===== src/rtl/i2c_pkg.sv =====
// Shared definitions for the I2C target register block.
// Latency: n/a (types and constants only).
// Backpressure: n/a.
package i2c_pkg;

  typedef enum logic [3:0] {
    IDLE,
    ADDR,
    ADDR_ACK,
    PTR,
    PTR_ACK,
    WR_DATA,
    DATA_ACK,
    RD_DATA,
    RD_ACK,
    WAIT_STOP
  } i2c_state_t;

  // R/W bit that follows the 7-bit address.
  localparam logic I2C_RW_WRITE = 1'b0;
  localparam logic I2C_RW_READ  = 1'b1;

  // Level of SDA during the ninth (acknowledge) clock.
  localparam logic I2C_ACK  = 1'b0;
  localparam logic I2C_NACK = 1'b1;

endpackage


===== src/rtl/i2c_target_regs_glitch_filter.sv =====
// Purpose: 2-flop synchronizer for one I2C pin, optionally followed by a stability filter.
// Latency: 2 clocks, plus FILTER_CYCLES when I2C_TARGET_GLITCH_FILTER_EN is defined.
// Backpressure: none; free-running level path.
// Ports: clock, reset (async, active-high), line_in (raw pin), line_out (clean level).
// Sync and filter flops reset to 1, the idle level of an I2C line.
module i2c_glitch_filter #(
  parameter int FILTER_CYCLES = 3
) (
  input  logic clock,
  input  logic reset,
  input  logic line_in,
  output logic line_out
);

  logic [1:0] sync;

  always_ff @(posedge clock or posedge reset) begin
    if (reset) sync <= 2'b11;
    else       sync <= {sync[0], line_in};
  end

`ifdef I2C_TARGET_GLITCH_FILTER_EN
  localparam int CNT_W = (FILTER_CYCLES > 1) ? $clog2(FILTER_CYCLES) : 1;

  logic [CNT_W-1:0] stable_cnt;
  logic             filt;

  // stable_cnt counts consecutive clocks on which the synchronized level
  // differs from the filtered one; any return to the old level restarts it.
  always_ff @(posedge clock or posedge reset) begin
    if (reset) begin
      filt       <= 1'b1;
      stable_cnt <= '0;
    end else if (sync[1] == filt) begin
      stable_cnt <= '0;
    end else if (stable_cnt == CNT_W'(FILTER_CYCLES - 1)) begin
      filt       <= sync[1];
      stable_cnt <= '0;
    end else begin
      stable_cnt <= stable_cnt + 1'b1;
    end
  end

  assign line_out = filt;
`else
  assign line_out = sync[1];
`endif

endmodule


===== src/rtl/i2c_target_regs.sv =====
// Purpose: I2C target at a fixed 7-bit address exposing NUM_REGS 8-bit registers.
// Latency: pin to detected edge 3 clocks (+FILTER_CYCLES with I2C_TARGET_GLITCH_FILTER_EN); sda_oe 1 clock after SCL fall.
// Backpressure: none; no clock stretching, local writes always accepted (bus write wins a same-index collision).
// Ports: clock/reset; scl_in/sda_in pins; sda_oe open-drain pull-down; loc_wr_* local write port;
//        bus_wr_* one-cycle notification of each I2C register write; busy while addressed.
module i2c_target_regs
  import i2c_pkg::*;
#(
  parameter logic [6:0] DEVICE_ADDRESS = 7'h44,
  parameter int         NUM_REGS       = 16,
  parameter int         FILTER_CYCLES  = 3
) (
  input  logic                        clock,
  input  logic                        reset,
  input  logic                        scl_in,
  input  logic                        sda_in,
  output logic                        sda_oe,
  input  logic                        loc_wr_en,
  input  logic [$clog2(NUM_REGS)-1:0] loc_wr_addr,
  input  logic [7:0]                  loc_wr_data,
  output logic                        bus_wr_valid,
  output logic [$clog2(NUM_REGS)-1:0] bus_wr_addr,
  output logic [7:0]                  bus_wr_data,
  output logic                        busy
);

  localparam int PW = $clog2(NUM_REGS);

  // ---------------- pin conditioning and bus events ----------------
  logic scl_s, sda_s, scl_q, sda_q;

  i2c_glitch_filter #(.FILTER_CYCLES(FILTER_CYCLES)) u_scl_filter (
    .clock(clock), .reset(reset), .line_in(scl_in), .line_out(scl_s)
  );
  i2c_glitch_filter #(.FILTER_CYCLES(FILTER_CYCLES)) u_sda_filter (
    .clock(clock), .reset(reset), .line_in(sda_in), .line_out(sda_s)
  );

  always_ff @(posedge clock or posedge reset) begin
    if (reset) begin
      scl_q <= 1'b1;
      sda_q <= 1'b1;
    end else begin
      scl_q <= scl_s;
      sda_q <= sda_s;
    end
  end

  logic scl_rise, scl_fall, start_det, stop_det;
  assign scl_rise  = scl_s & ~scl_q;
  assign scl_fall  = ~scl_s & scl_q;
  assign start_det = scl_s & scl_q & sda_q & ~sda_s;
  assign stop_det  = scl_s & scl_q & ~sda_q & sda_s;

  // ---------------- datapath state ----------------
  i2c_state_t       state, state_d;
  logic [2:0]       bit_cnt;
  logic [6:0]       shift_in;
  logic [7:0]       shift_out;
  logic [PW-1:0]    ptr;
  logic             rw;
  logic [7:0]       regs [NUM_REGS];

  logic [7:0]    byte_in;
  logic          last_bit;
  logic          addr_match;
  logic [PW-1:0] ptr_inc;

  // byte_in is the complete byte on the rising edge that samples its last bit.
  assign byte_in    = {shift_in, sda_s};
  assign last_bit   = (bit_cnt == 3'd7);
  assign addr_match = (shift_in == DEVICE_ADDRESS);
  assign ptr_inc    = ptr + 1'b1;

  // ---------------- FSM: state register ----------------
  always_ff @(posedge clock or posedge reset) begin
    if (reset) state <= IDLE;
    else       state <= state_d;
  end

  // ---------------- FSM: next state ----------------
  always_comb begin
    state_d = state;
    if (stop_det) begin
      state_d = IDLE;
    end else if (start_det) begin
      state_d = ADDR;
    end else if (scl_rise) begin
      case (state)
        ADDR:     if (last_bit) state_d = addr_match ? ADDR_ACK : IDLE;
        ADDR_ACK: state_d = (rw == I2C_RW_READ) ? RD_DATA : PTR;
        PTR:      if (last_bit) state_d = PTR_ACK;
        PTR_ACK:  state_d = WR_DATA;
        WR_DATA:  if (last_bit) state_d = DATA_ACK;
        DATA_ACK: state_d = WR_DATA;
        RD_DATA:  if (last_bit) state_d = RD_ACK;
        RD_ACK:   state_d = (sda_s == I2C_ACK) ? RD_DATA : WAIT_STOP;
        default:  state_d = state;
      endcase
    end
  end

  // ---------------- FSM: outputs / datapath controls ----------------
  logic sda_oe_d, busy_d, bus_we, rd_first, rd_next;

  always_comb begin
    sda_oe_d = sda_oe;
    busy_d   = busy;
    bus_we   = 1'b0;
    rd_first = 1'b0;
    rd_next  = 1'b0;
    if (stop_det) begin
      sda_oe_d = 1'b0;
      busy_d   = 1'b0;
    end else if (!start_det) begin
      // SDA only ever changes while SCL is low.
      if (scl_fall) begin
        case (state)
          ADDR_ACK, PTR_ACK, DATA_ACK: sda_oe_d = 1'b1;
          RD_DATA:                     sda_oe_d = ~shift_out[7];
          default:                     sda_oe_d = 1'b0;
        endcase
      end
      if (scl_rise) begin
        if (state == ADDR && last_bit)    busy_d   = addr_match;
        if (state == WR_DATA && last_bit) bus_we   = 1'b1;
        if (state == ADDR_ACK && rw == I2C_RW_READ) rd_first = 1'b1;
        if (state == RD_ACK && sda_s == I2C_ACK)    rd_next  = 1'b1;
      end
    end
  end

  always_ff @(posedge clock or posedge reset) begin
    if (reset) begin
      sda_oe       <= 1'b0;
      busy         <= 1'b0;
      bit_cnt      <= '0;
      shift_in     <= '0;
      shift_out    <= '0;
      ptr          <= '0;
      rw           <= I2C_RW_WRITE;
      bus_wr_valid <= 1'b0;
      bus_wr_addr  <= '0;
      bus_wr_data  <= '0;
    end else begin
      sda_oe       <= sda_oe_d;
      busy         <= busy_d;
      bus_wr_valid <= bus_we;

      // bit_cnt wraps to 0 after each byte, so ACK states need no clear.
      if (start_det) begin
        bit_cnt <= '0;
      end else if (scl_rise &&
                   (state == ADDR || state == PTR || state == WR_DATA || state == RD_DATA)) begin
        bit_cnt  <= bit_cnt + 1'b1;
        shift_in <= byte_in[6:0];
      end

      if (scl_rise && state == ADDR && last_bit) rw  <= sda_s;
      if (scl_rise && state == PTR && last_bit)  ptr <= byte_in[PW-1:0];

      if (bus_we) begin
        bus_wr_addr <= ptr;
        bus_wr_data <= byte_in;
        ptr         <= ptr_inc;
      end

      // The read byte is captured here, so later local writes cannot alter it.
      if (rd_first) begin
        shift_out <= regs[ptr];
      end else if (rd_next) begin
        shift_out <= regs[ptr_inc];
        ptr       <= ptr_inc;
      end else if (scl_fall && state == RD_DATA && !stop_det) begin
        shift_out <= {shift_out[6:0], 1'b0};
      end
    end
  end

  // ---------------- register file ----------------
  always_ff @(posedge clock or posedge reset) begin
    if (reset) begin
      for (int i = 0; i < NUM_REGS; i++) regs[i] <= '0;
    end else begin
      // Same-index collision: the local write is dropped, the bus write lands.
      if (loc_wr_en && !(bus_we && loc_wr_addr == ptr)) regs[loc_wr_addr] <= loc_wr_data;
      if (bus_we) regs[ptr] <= byte_in;
    end
  end

endmodule

===== config.mk =====
export PLATFORM = sky130hd
export DESIGN_NAME = i2c_target_regs
export DESIGN_NICKNAME = d
export VERILOG_FILES = /design/src/rtl/i2c_pkg.sv /design/src/rtl/i2c_target_regs_glitch_filter.sv /design/src/rtl/i2c_target_regs.sv
export SDC_FILE = /design/constraint.sdc
export NUM_CORES = 1
export LEC_CHECK = 0
export CORE_MARGIN = 2
export CORE_UTILIZATION = 60
export CTS_CLUSTER_SIZE = 24
export DETAILED_ROUTE_END_ITERATION = 10
export PLACE_DENSITY = 0.8
export SLEW_MARGIN = 0
export SYNTH_ARGS = -nofsm -noshare
export SYNTH_HDL_FRONTEND = slang
export SYNTH_SLANG_ARGS = --single-unit

===== constraint.sdc =====
create_clock -name clock -period 8.1 [get_ports clock]
set_input_delay 1.62 -clock clock [delete_from_list [all_inputs] [get_ports clock]]
set_output_delay 1.62 -clock clock [all_outputs]
set_load 0.1 [all_outputs]

* Word level (Yosys, flattened, before mapping) *
Index checks and enable logic that the tools add are counted.

word-level totals
  bits in registers = 176
  bits in latches = 0
  RAM bits = 0
  ROM bits = 0
  input bits = 17
  output and inout port bits = 15
  logic and storage cells = 157
  memories = 0

operators by class
  $add $sub $neg = 2
  multipliers = 0
  divide/modulo/power cells = 0
  order comparisons = 5
  equal/unequal tests = 16
  shifts and indexed selects = 0
  mux-type cells = 54
  bitwise operators = 16
  reductions and logical operators = 33

operators with widths
  operator               number
  $bwmux W128            2
  $mux W128              2
  $mux W8                9
  $bmux W8 S4            2
  $demux W8 S4           2
  $mux W4                12
  $pmux W4 S7            1
  $mux W1                19
  $eq A4 B3 Y1 const B   4
  $ne A4 B4 Y1 const B   4
  $ge A5 B5 Y1 const B   3
  $logic_and A1 B1 Y1    15
  $not A4 Y5             3
  $lt A5 B1 Y1 const B   2
  $mux W3                3
  $reduce_bool A9 Y1     1
  $eq A4 B2 Y1 const B   2
  $reduce_bool A2 Y1     4
  $and A1 B1 Y1          7
  $eq A7 B7 Y1 const B   1
  $not A1 Y1             6
  $reduce_and A6 Y1      1
  $reduce_bool A3 Y1     2
  $add A4 B1 Y4 const B  1
  other kinds (14)       18

* Longest topological paths before layout *
  depth in word-level cells = 12
  gate-level depth with buffers = 12
  mapped depth without buffers = 7

* Modules after synthesis *
From an unflattened synthesis, not the netlist that was laid out.

unflattened totals
  cells, all modules = 1,006
  area total of the unflattened synthesis = 10,896.7 um^2

by module, submodules not included
  module             times used  cells an instance  area each (um^2)  sequential area each (um^2)
  i2c_target_regs    1           1,000              10,784.1          4,306.6
  i2c_glitch_filter  2           3                  56.3              52.6

* Worst setup path before layout *
OpenSTA, ideal clock, no wires.

  path type = register to register
  from = register ptr[1]
  to = register shift_out[1]
  data arrival time = 2.993 ns
  required time = 7.974 ns
  setup slack = 4.981 ns
  stages on the path, launching flop included = 12
  period minus slack after synthesis = 3.119 ns
  path through = dfrtp_1 buf_4 buf_2 buf_1 inv_1 ha_1 buf_2 buf_2 mux4_2 nand2_1 a41oi_1 o32a_1

between the ends
  word-level cells in the longest chain between the ends = 7

RTL lines
  item                                         RTL line                source
  start, declared                              i2c_target_regs.sv:60   logic [PW-1:0] ptr;
  start signal, assigned                       i2c_target_regs.sv:160  if (scl_rise && state == PTR && last_bit) ptr <= byte_in[PW-1:0];
  start signal, assigned                       i2c_target_regs.sv:165  ptr <= ptr_inc;
  start signal, assigned                       i2c_target_regs.sv:173  ptr <= ptr_inc;
  $add A4 B1 Y4                                i2c_target_regs.sv:73   assign ptr_inc = ptr + 1'b1;
  $not A4 Y5 (implied by the code)             i2c_target_regs.sv:172  shift_out <= regs[ptr_inc];
  $bmux W8 S4                                  i2c_target_regs.sv:172
  $mux W8 (implied by the code) (2 in series)  i2c_target_regs.sv:172
  $mux W8                                      i2c_target_regs.sv:171  end else if (rd_next) begin
  $mux W8 *                                    i2c_target_regs.sv:169  if (rd_first) begin
  end signal, assigned                         i2c_target_regs.sv:170  shift_out <= regs[ptr];
  end signal, assigned                         i2c_target_regs.sv:172
  end signal, assigned                         i2c_target_regs.sv:175  shift_out <= {shift_out[6:0], 1'b0};
  end, declared                                i2c_target_regs.sv:59   logic [7:0] shift_out;

Every way passes the cells marked *; elsewhere a longest branch is shown, timed or not. The select of a mux whose other input is x is not followed.
A chain may end at the register's enable or synchronous reset.

* Final worst setup path *
  from = register state[0]
  to = register regs[48] in the netlist's numbering

between the ends
  word-level cells in the longest chain between the ends = 12

RTL lines
  item                           RTL line                source
  start, declared                i2c_target_regs.sv:56   i2c_state_t state, state_d;
  start signal, assigned         i2c_target_regs.sv:78   else state <= state_d;
  $eq A4 B3 Y1 *                 i2c_target_regs.sv:126  if (state == WR_DATA && last_bit) bus_we = 1'b1;
  $logic_and A1 B1 Y1 *          i2c_target_regs.sv:126
  $mux W1 *                      i2c_target_regs.sv:126
  $mux W1 *                      i2c_target_regs.sv:124  if (scl_rise) begin
  $mux W1 *                      i2c_target_regs.sv:115  end else if (!start_det) begin
  $mux W1 *                      i2c_target_regs.sv:112  if (stop_det) begin
  $logic_and A1 B1 Y1            i2c_target_regs.sv:186  if (loc_wr_en && !(bus_we && loc_wr_addr == ptr)) regs[loc_wr_addr] <= loc_wr_data;
  $logic_not A1 Y1               i2c_target_regs.sv:186
  $logic_and A1 B1 Y1            i2c_target_regs.sv:186
  $mux W128                      i2c_target_regs.sv:186
  $bwmux W128                    i2c_target_regs.sv:187  if (bus_we) regs[ptr] <= byte_in;
  $mux W128 *                    i2c_target_regs.sv:187
  end signal, assigned by index  i2c_target_regs.sv:186
  end signal, assigned by index  i2c_target_regs.sv:187
  end, declared                  i2c_target_regs.sv:62   logic [7:0] regs [NUM_REGS];

Every way passes the cells marked *; elsewhere a longest branch is shown, timed or not.

==> impl_summary.txt <==
----------------------------------------------------
[GRT]
  Initial antenna violation count ... 1
  Vias in the first global route ... 8807
  Pin count of the biggest net entering global routing ... 105
  Wire length of the first global-routing pass ... 52500 microns
  Remaining global-route overflow ... 0
  Overall global routing resource usage ... approximately two fifths

[CTS]
  Number of buffers between clock root and the deepest sink ... 2
  Number of gates resized after cts ... 0
  Hold bufs inserted after CTS ... 0
  Max H-tree Level ... 4
  CTS tree ... yes
  TritonCTS Buffers ... 17
  Post-CTS setup-driven buffer insertion count ... 0
  Clock Root Buffer ... sky130_fd_sc_hd__clkbuf_16
  Clock-pin slew of the registers on the worst-case setup and hold paths ... 0.07 ns
  Insertion delay to the later sink of the worst-skew pair ... about 0.44 ns
  Clk sinks ... 176

[Detailed routing]
  Via count normalized by instance count ... 7.46
  Average wire per standard cell ... 27.1 microns
  Remaining design rule violation count ... 2
  DR iter-0 viols ... 1602
  First-pass detailed-route iteration total ... 9
  Final wirelength ... 34000 microns
  Total number of vias ... 9380
  Antenna violation net count after detailed routing ... 0

[Critical path]
  Largest stage delay on the critical path ... ~1 ns
  Category of the worst setup path capture point ... register
  Cells along the critical path ... nor4bb_4, nand3_4, inv_2, nand3_1, nor2_1, a21oi_1
  Cell family with most CP delay ... simple AND/OR/NAND/NOR gates
  Crit start category ... register
  Required time at the endpoint of the critical path ... 8.37 ns
  Arr. time, crit path ... 4.63 ns
  Biggest fanout along the worst timing path ... 34
  Cell with the largest stage delay on the worst path ... sky130_fd_sc_hd__nor4bb_4
  Startpoint-to-endpoint class of the critical path ... register to register
  Critical path buffers and inverters ... 1

[Power and ir drop]
  Power Dens Cells ... 241 mW/mm^2
  Leakage power ... between 4 and 5 nW
  Largest vdd supply drop ... ~0.18 mV

[Finish]
  Area of combinational cells with multiple inputs ... 0.00569 sq mm
  Diode insertion count for antenna repair ... 0
  Top library cells by usage in the layout, fill and taps aside ... sky130_fd_sc_hd__nor2_1 (179), sky130_fd_sc_hd__dfrtp_1 (168), sky130_fd_sc_hd__a21oi_1 (137)
  Layout Cell Area excl Fill ... 0.0115 sq mm
  Most common library cell in the layout ignoring fill and taps ... sky130_fd_sc_hd__nor2_1
  Layout cells sized above 1 ... 16.6%
  Fill cell instance count of the final layout ... 1263
  Net total in the final layout ... ~1000
  Area taken by flip-flops and latches ... 0.00441 sq mm
  Area growth from synthesis to final layout ... 8.65%

[Yosys]
  Fraction of the yosys area taken by sequential cells ... 41.8%
  Instance count of the mapped netlist ... approximately 1000
  Synth warnings ... 0
  Synthesized netlist net count ... about 1100
  Number of storage elements in the synthesis netlist ... between 150 and 200
  Yosys top cell by area ... sky130_fd_sc_hd__dfrtp_1
  Area share of the largest cell type after synthesis ... 40.3%
  Cell Area, Synth ... 0.0105 sq mm
  Prevailing post-synth register cell ... sky130_fd_sc_hd__dfrtp_1
  Ys async rst share ... 100%
  Mean instance size in the synthesized netlist ... 10.1 sq um
  Number of distinct library cells after synthesis ... 66
  Cells taking the most area after synthesis ... sky130_fd_sc_hd__dfrtp_1 (40%), sky130_fd_sc_hd__mux4_2 (14%), sky130_fd_sc_hd__a22oi_1 (9.1%)
  Number of flops mapped to enable cells by yosys ... 0

[Status]
  Status ... finished, violations left
  Violated checks ... DRC

[Die]
  I/O pins ... 32
  Die width ... roughly 140 microns
  Die area ... 0.0187 sq mm
  Die Ht ... roughly 140 microns
  Core region area ... 0.0172 sq mm
  Initial Util ... 61.2%
  # rows ... 48

[STA]
  Final number of setup-violating endpoints ... 0
  Portion of the clock cycle consumed by the worst path in the final layout ... 53.8%
  Max transition margin ... 26.8%
  Fmax achieved ... 229 MHz
  Setup repair after global routing missed its margin ... no
  Sum Neg Setup Slack ... 0 ns
  Clock skew after layout ... approximately 0.011 ns
  Worst hold slack ... 0.351 ns
  Slew at the pin with the worst max-slew slack ... 1.10 ns
  Max Transition Viols Final ... 0
  Final critical-path required period ... 4.36 ns
  Number of failing hold endpoints at the final stage ... 0

[Placed design]
  HPWL after DPL ... 22100 microns
  Number of I/O port buffers ... 31
  Final RePlAce weighted congestion ... between 1 and 1.5
  Area after detailed placement ... 0.0108 sq mm

[Worst hold path]
  Class of the tightest hold or removal check ... register to register

[Flow run]
  Maximum Capacitance Violations ... 0

----------------------------------------------------
-- flip-flops by register name, indices dropped and copies added, names as in the netlist --
| register | count |
|---|---|
| shift_out | 8 |
| shift_in | 7 |
| bus_wr_valid | 1 |
| u_scl_filter.sync | 2 |
| rw | 1 |
| sda_oe | 1 |
| scl_q | 1 |
| sda_q | 1 |
| u_sda_filter.sync | 2 |
| busy | 1 |
| bus_wr_addr | 4 |
| regs | 128 |
| state | 4 |
| bit_cnt | 3 |
| bus_wr_data | 8 |
| ptr | 4 |
-- kinds of logic after synthesis --
logic type / after synthesis / share of synthesized area, %
flops: 176 / 41.8
simple gates: 317 / 13.3
fa+ha+maj: 6 / 0.712
compound gates: 343 / 21.6
buf+inv: 96 / 4.42
xor+xnor: 6 / 0.569
mux: 102 / 17.5
-- layout make-up --
type / count / share of cell area [%]
multi-input combinational: 774 / 49.7
clock inverter: 14 / 1.77
inverter: 8 / 0.306
timing repair buffer: 42 / 3.43
clock buffer: 18 / 3.83
tap: 225 / 2.46
sequential: 176 / 38.5
-- power breakdown --
part / switching (mW) / internal [mW]
combinational: 0.236 / 0.281
clock: 0.378 / 0.532
sequential: 0.283 / 1.06
-- cell usage after synthesis (all sizes together), types with 2 or more instances --
cell / number
a22o: 3
o21ai: 23
nand3: 19
nor3: 3
a211oi: 4
xnor2: 4
inv: 8
nor2b: 6
a22oi: 128
a21oi: 140
a21boi: 4
dfrtp: 170
clkbuf: 24
xor2: 2
o2111ai: 4
a41oi: 4
o2bb2ai: 2
mux2: 21
nand2b: 8
o32a: 4
nand4: 5
mux2i: 17
a221oi: 3
nand3b: 3
dfstp: 6
o211ai: 13
nand2: 81
mux4: 64
a211o: 2
or3b: 3
buf: 64
nor2: 179
ha: 6
-- worst reg2reg max path, delay by kind of cell, from the launching register on --
family | cells | cell delay [ns]
AOI/OAI and AO/OA | 1 | 0.07
buffers and inverters | 1 | 0.75
and+or+nand+nor | 4 | 2.84
DFF | 1 | 0.55
-- metal layers --
metal | routed length, microns | vias up | track usage [%]
met5 | 13 | - | 0
met4 | 2420 | 2 | 21.9
met3 | 4360 | 182 | 11.2
met2 | 15100 | 773 | 55.7
met1 | 12200 | 4563 | 51.5
li1 | - | 3860 | -
-- per-stage QoR --
step | instances | utilization, % | total power, mW | worst slack, ns
after floorplan | 1046 | - | 1.63 | 1.72
after global placement | 1225 | 62.8 | 1.81 | 3.74
after detailed placement | 1225 | 62.8 | 1.84 | 3.65
after CTS | 1257 | 66.5 | 2.73 | 3.83
after global routing | 1257 | 66.5 | 2.85 | 3.46
final | 1257 | 66.5 | 2.77 | 3.74
-- path summary, 6_finish.rpt --
check | from | end | slack [ns] | cells past startpoint
hold reg to reg | u_sda_filter.sync[0] | u_sda_filter.sync[1] | 0.35 | 0
max in group asynchronous | reset | regs[115] | 4.83 | 3
hold / removal | u_sda_filter.sync[0] | u_sda_filter.sync[1] | 0.35 | 0
min in group asynchronous | reset | bus_wr_data[7] | 1.78 | 2
setup / recovery | state[0] | regs[48] | 3.74 | 6
setup reg to reg | state[0] | regs[48] | 3.74 | 6
Note: power is estimated with default switching activity, not from simulation.
==> variant: new RTL, same flow settings <==
Encoding of `i2c_state_t`: now one-hot (10 bits for 10 states).
--- a/src/rtl/i2c_pkg.sv
+++ b/src/rtl/i2c_pkg.sv
@@ -3,17 +3,17 @@
 // Backpressure: n/a.
 package i2c_pkg;
 
-  typedef enum logic [3:0] {
-    IDLE,
-    ADDR,
-    ADDR_ACK,
-    PTR,
-    PTR_ACK,
-    WR_DATA,
-    DATA_ACK,
-    RD_DATA,
-    RD_ACK,
-    WAIT_STOP
+  typedef enum logic [9:0] {
+    IDLE      = 10'b0000000001,
+    ADDR      = 10'b0000000010,
+    ADDR_ACK  = 10'b0000000100,
+    PTR       = 10'b0000001000,
+    PTR_ACK   = 10'b0000010000,
+    WR_DATA   = 10'b0000100000,
+    DATA_ACK  = 10'b0001000000,
+    RD_DATA   = 10'b0010000000,
+    RD_ACK    = 10'b0100000000,
+    WAIT_STOP = 10'b1000000000
   } i2c_state_t;
 
   // R/W bit that follows the 7-bit address.
Function: no difference found for any inputs over 10 cycles, from zero or initial values and one cycle with reset high; not proved beyond that.
==> variant against the original RTL <==
First-iteration DRC count is 26% lower. Power is 10% lower. Fmax is 5.5% higher. Area after synthesis is 3.0% higher. Worst setup slack better by 0.23 ns. Routed wire length is 5.2% lower. Core utilization is 0.069 points higher. Critical path depth stayed put. Die area is 2.9% higher. Sequential cell count is 6 higher. Design area is 3.6% higher. Count of clock-buffer cells in the layout is 1 lower. Sequential share of layout area is 0.058 points lower. Sequential power is 9.7% lower.
==> variant: results (changes against the original RTL) <==
* Pre-Repair DR Iteration Count at 6 (-3)
* Slew headroom at 2.21% (-25 points)
* Final GP Congestion at 0.927 (-13%)
* Global-route wire length before repair at 50200 um (-4.4%)
* Setup Viol. Count Final at 0 (unchanged)
* Async SR Flop Fraction at 100% (unchanged)
* Type of the tightest min-delay check: flip-flop to flip-flop
* Synth top area cells: dfrtp_1, mux4_2, mux2i_1
* Maximum number of pins on one net before global-route repair at 114 (+8.6%)
* Initial antenna violation count at 0 (-1)
* Num CTS Buffers at 17 (unchanged)
* Layout cell share with drive strength beyond 1 at 16.4% (-0.20 points)
* Yosys reg bits at 182 (+3.4%)
* Reg-to-reg setup timing slack at 4.14 ns (+0.40 ns)
* Skew final at 0.0155 ns (+0.00491 ns)
* DR iter-0 viols at 1186 (-26%)
* Sequential area share after synthesis at 42.0% (+0.16 points)
* DR vias/cell at 7.05 (-5.6%)
* Ys flop type: dfrtp_1
* Regs by FF count: regs x128, state x10
* Yosys Warn Count at 0 (unchanged)
* Routed WL per cell at 26.0 um (-4.1%)
* Commonest cells in the netlist: dfrtp_1, mux2i_1, nor2_1, a21oi_1
* Clk buf depth at 2 (unchanged)
* Net count reported at finish at 1024 (-1.7%)
* Worst IR Drop VDD at 0.173 mV (-5.1%)
* Root buf cell: clkbuf_16
* Total track usage at 34.4% (-3.9 points)
* Vias in the first global route at 8702 (-1.2%)
* Worst-Skew Late Latency at 0.45 ns
* CP Max Fanout at 12 (-65%)
* DRC Markers at 0 (-2)
* ANT cells at 0 (unchanged)
* Setup Fix Bufs, Post-CTS at 0 (unchanged)
* Cell variety after synth at 66 (unchanged)
* Htree depth at 4 (unchanged)
* IO buf count at 31 (unchanged)
* Status: completed
* Detail Placement HPWL at 19800 um (-10%)
* Fillers at 1295 (+2.5%)
* Pleak at 5.16 nW (+9.5%)
* # resized after CTS at 0 (unchanged)
* Max reg flops at 128 (unchanged)
* Worst-path clk slew at 0.08 ns
[variant: cell types whose count changed after synthesis, sizes merged, moves of 5 or more]
cell | before | now
a22oi | 128 | 19
nor2 | 179 | 143
dfrtp | 170 | 175
nor2b | 6 | 13
nor4 | 1 | 7
mux2 | 21 | 16
o21ai | 23 | 16
clkbuf | 24 | 59
o211ai | 13 | 1
nand2 | 81 | 67
buf | 64 | 19
mux2i | 17 | 149
nand4 | 5 | 12
[variant: stage by stage]
stage	hold WS, ns	std cells	area, sq um	worst slack, ns
finish	0.352	1243	11900	3.96
CTS	0.354	1243	11900	4.07
detailed placement	0.347	1211	11300	3.63
floorplan	0.345	1018	10900	1.55
global placement	0.346	1211	11300	3.71
global route	0.350	1243	11900	3.90
[variant: kinds of logic (layout without fill, tap and decap cells)]
logic type                 after synthesis  after routing  share of synthesized area (%)
AOI/OAI and AO/OA                      209            209                           11.8
xor gates and xnor gates                 8              8                          0.645
adders and majority gates                6              6                          0.691
buffers and inverters                   87             83                           3.17
DFF                                    182            182                           42.0
muxes                                  232            232                           29.3
and+or+nand+nor                        294            294                           12.4
[variant: layout make-up]
type | instances | area (sq um) | share of cell area [%]
Clock buffer | 17 | 425 | 3.58
Clock inverter | 15 | 185 | 1.56
Inverter | 9 | 38.8 | 0.327
Multi-Input combinational cell | 749 | 5980 | 50.3
Sequential cell | 182 | 4570 | 38.5
Tap cell | 229 | 287 | 2.41
Timing Repair Buffer | 42 | 393 | 3.31
[variant: report_power, final]
part / internal (mW) / switching, mW / total (mW)
registers: 1.06 / 0.151 / 1.21
logic: 0.233 / 0.173 / 0.405
clock network: 0.444 / 0.418 / 0.862
[variant: worst max-delay path, cell delays in order]
cell and delay [ns]:
clkdlybuf4s50_1 0.71, xnor2_1 0.14, and4_1 0.36, a21oi_1 1.18
mux2i_1 0.32, a21oi_1 0.10
[variant: final timing paths]
path	cells past startpoint	end	start
setup reg to reg	7	shift_out[0]	ptr[0]
max in group asynchronous	3	ptr[2]	reset
hold reg to reg	0	u_sda_filter.sync[1]	u_sda_filter.sync[0]
min in group asynchronous	2	regs[14]	reset
hold / removal	0	u_sda_filter.sync[1]	u_sda_filter.sync[0]
setup / recovery	6	regs[37]	loc_wr_addr[0]
[variant: per-layer routing]
metal / vias up / global-route usage [%] / share of wire, %
li1: 3724 / - / -
met1: 4256 / 44.9 / 37
met2: 624 / 52.9 / 46
met3: 155 / 9.81 / 12
met4: 0 / 18.4 / 5.4
met5: - / 0 / 0
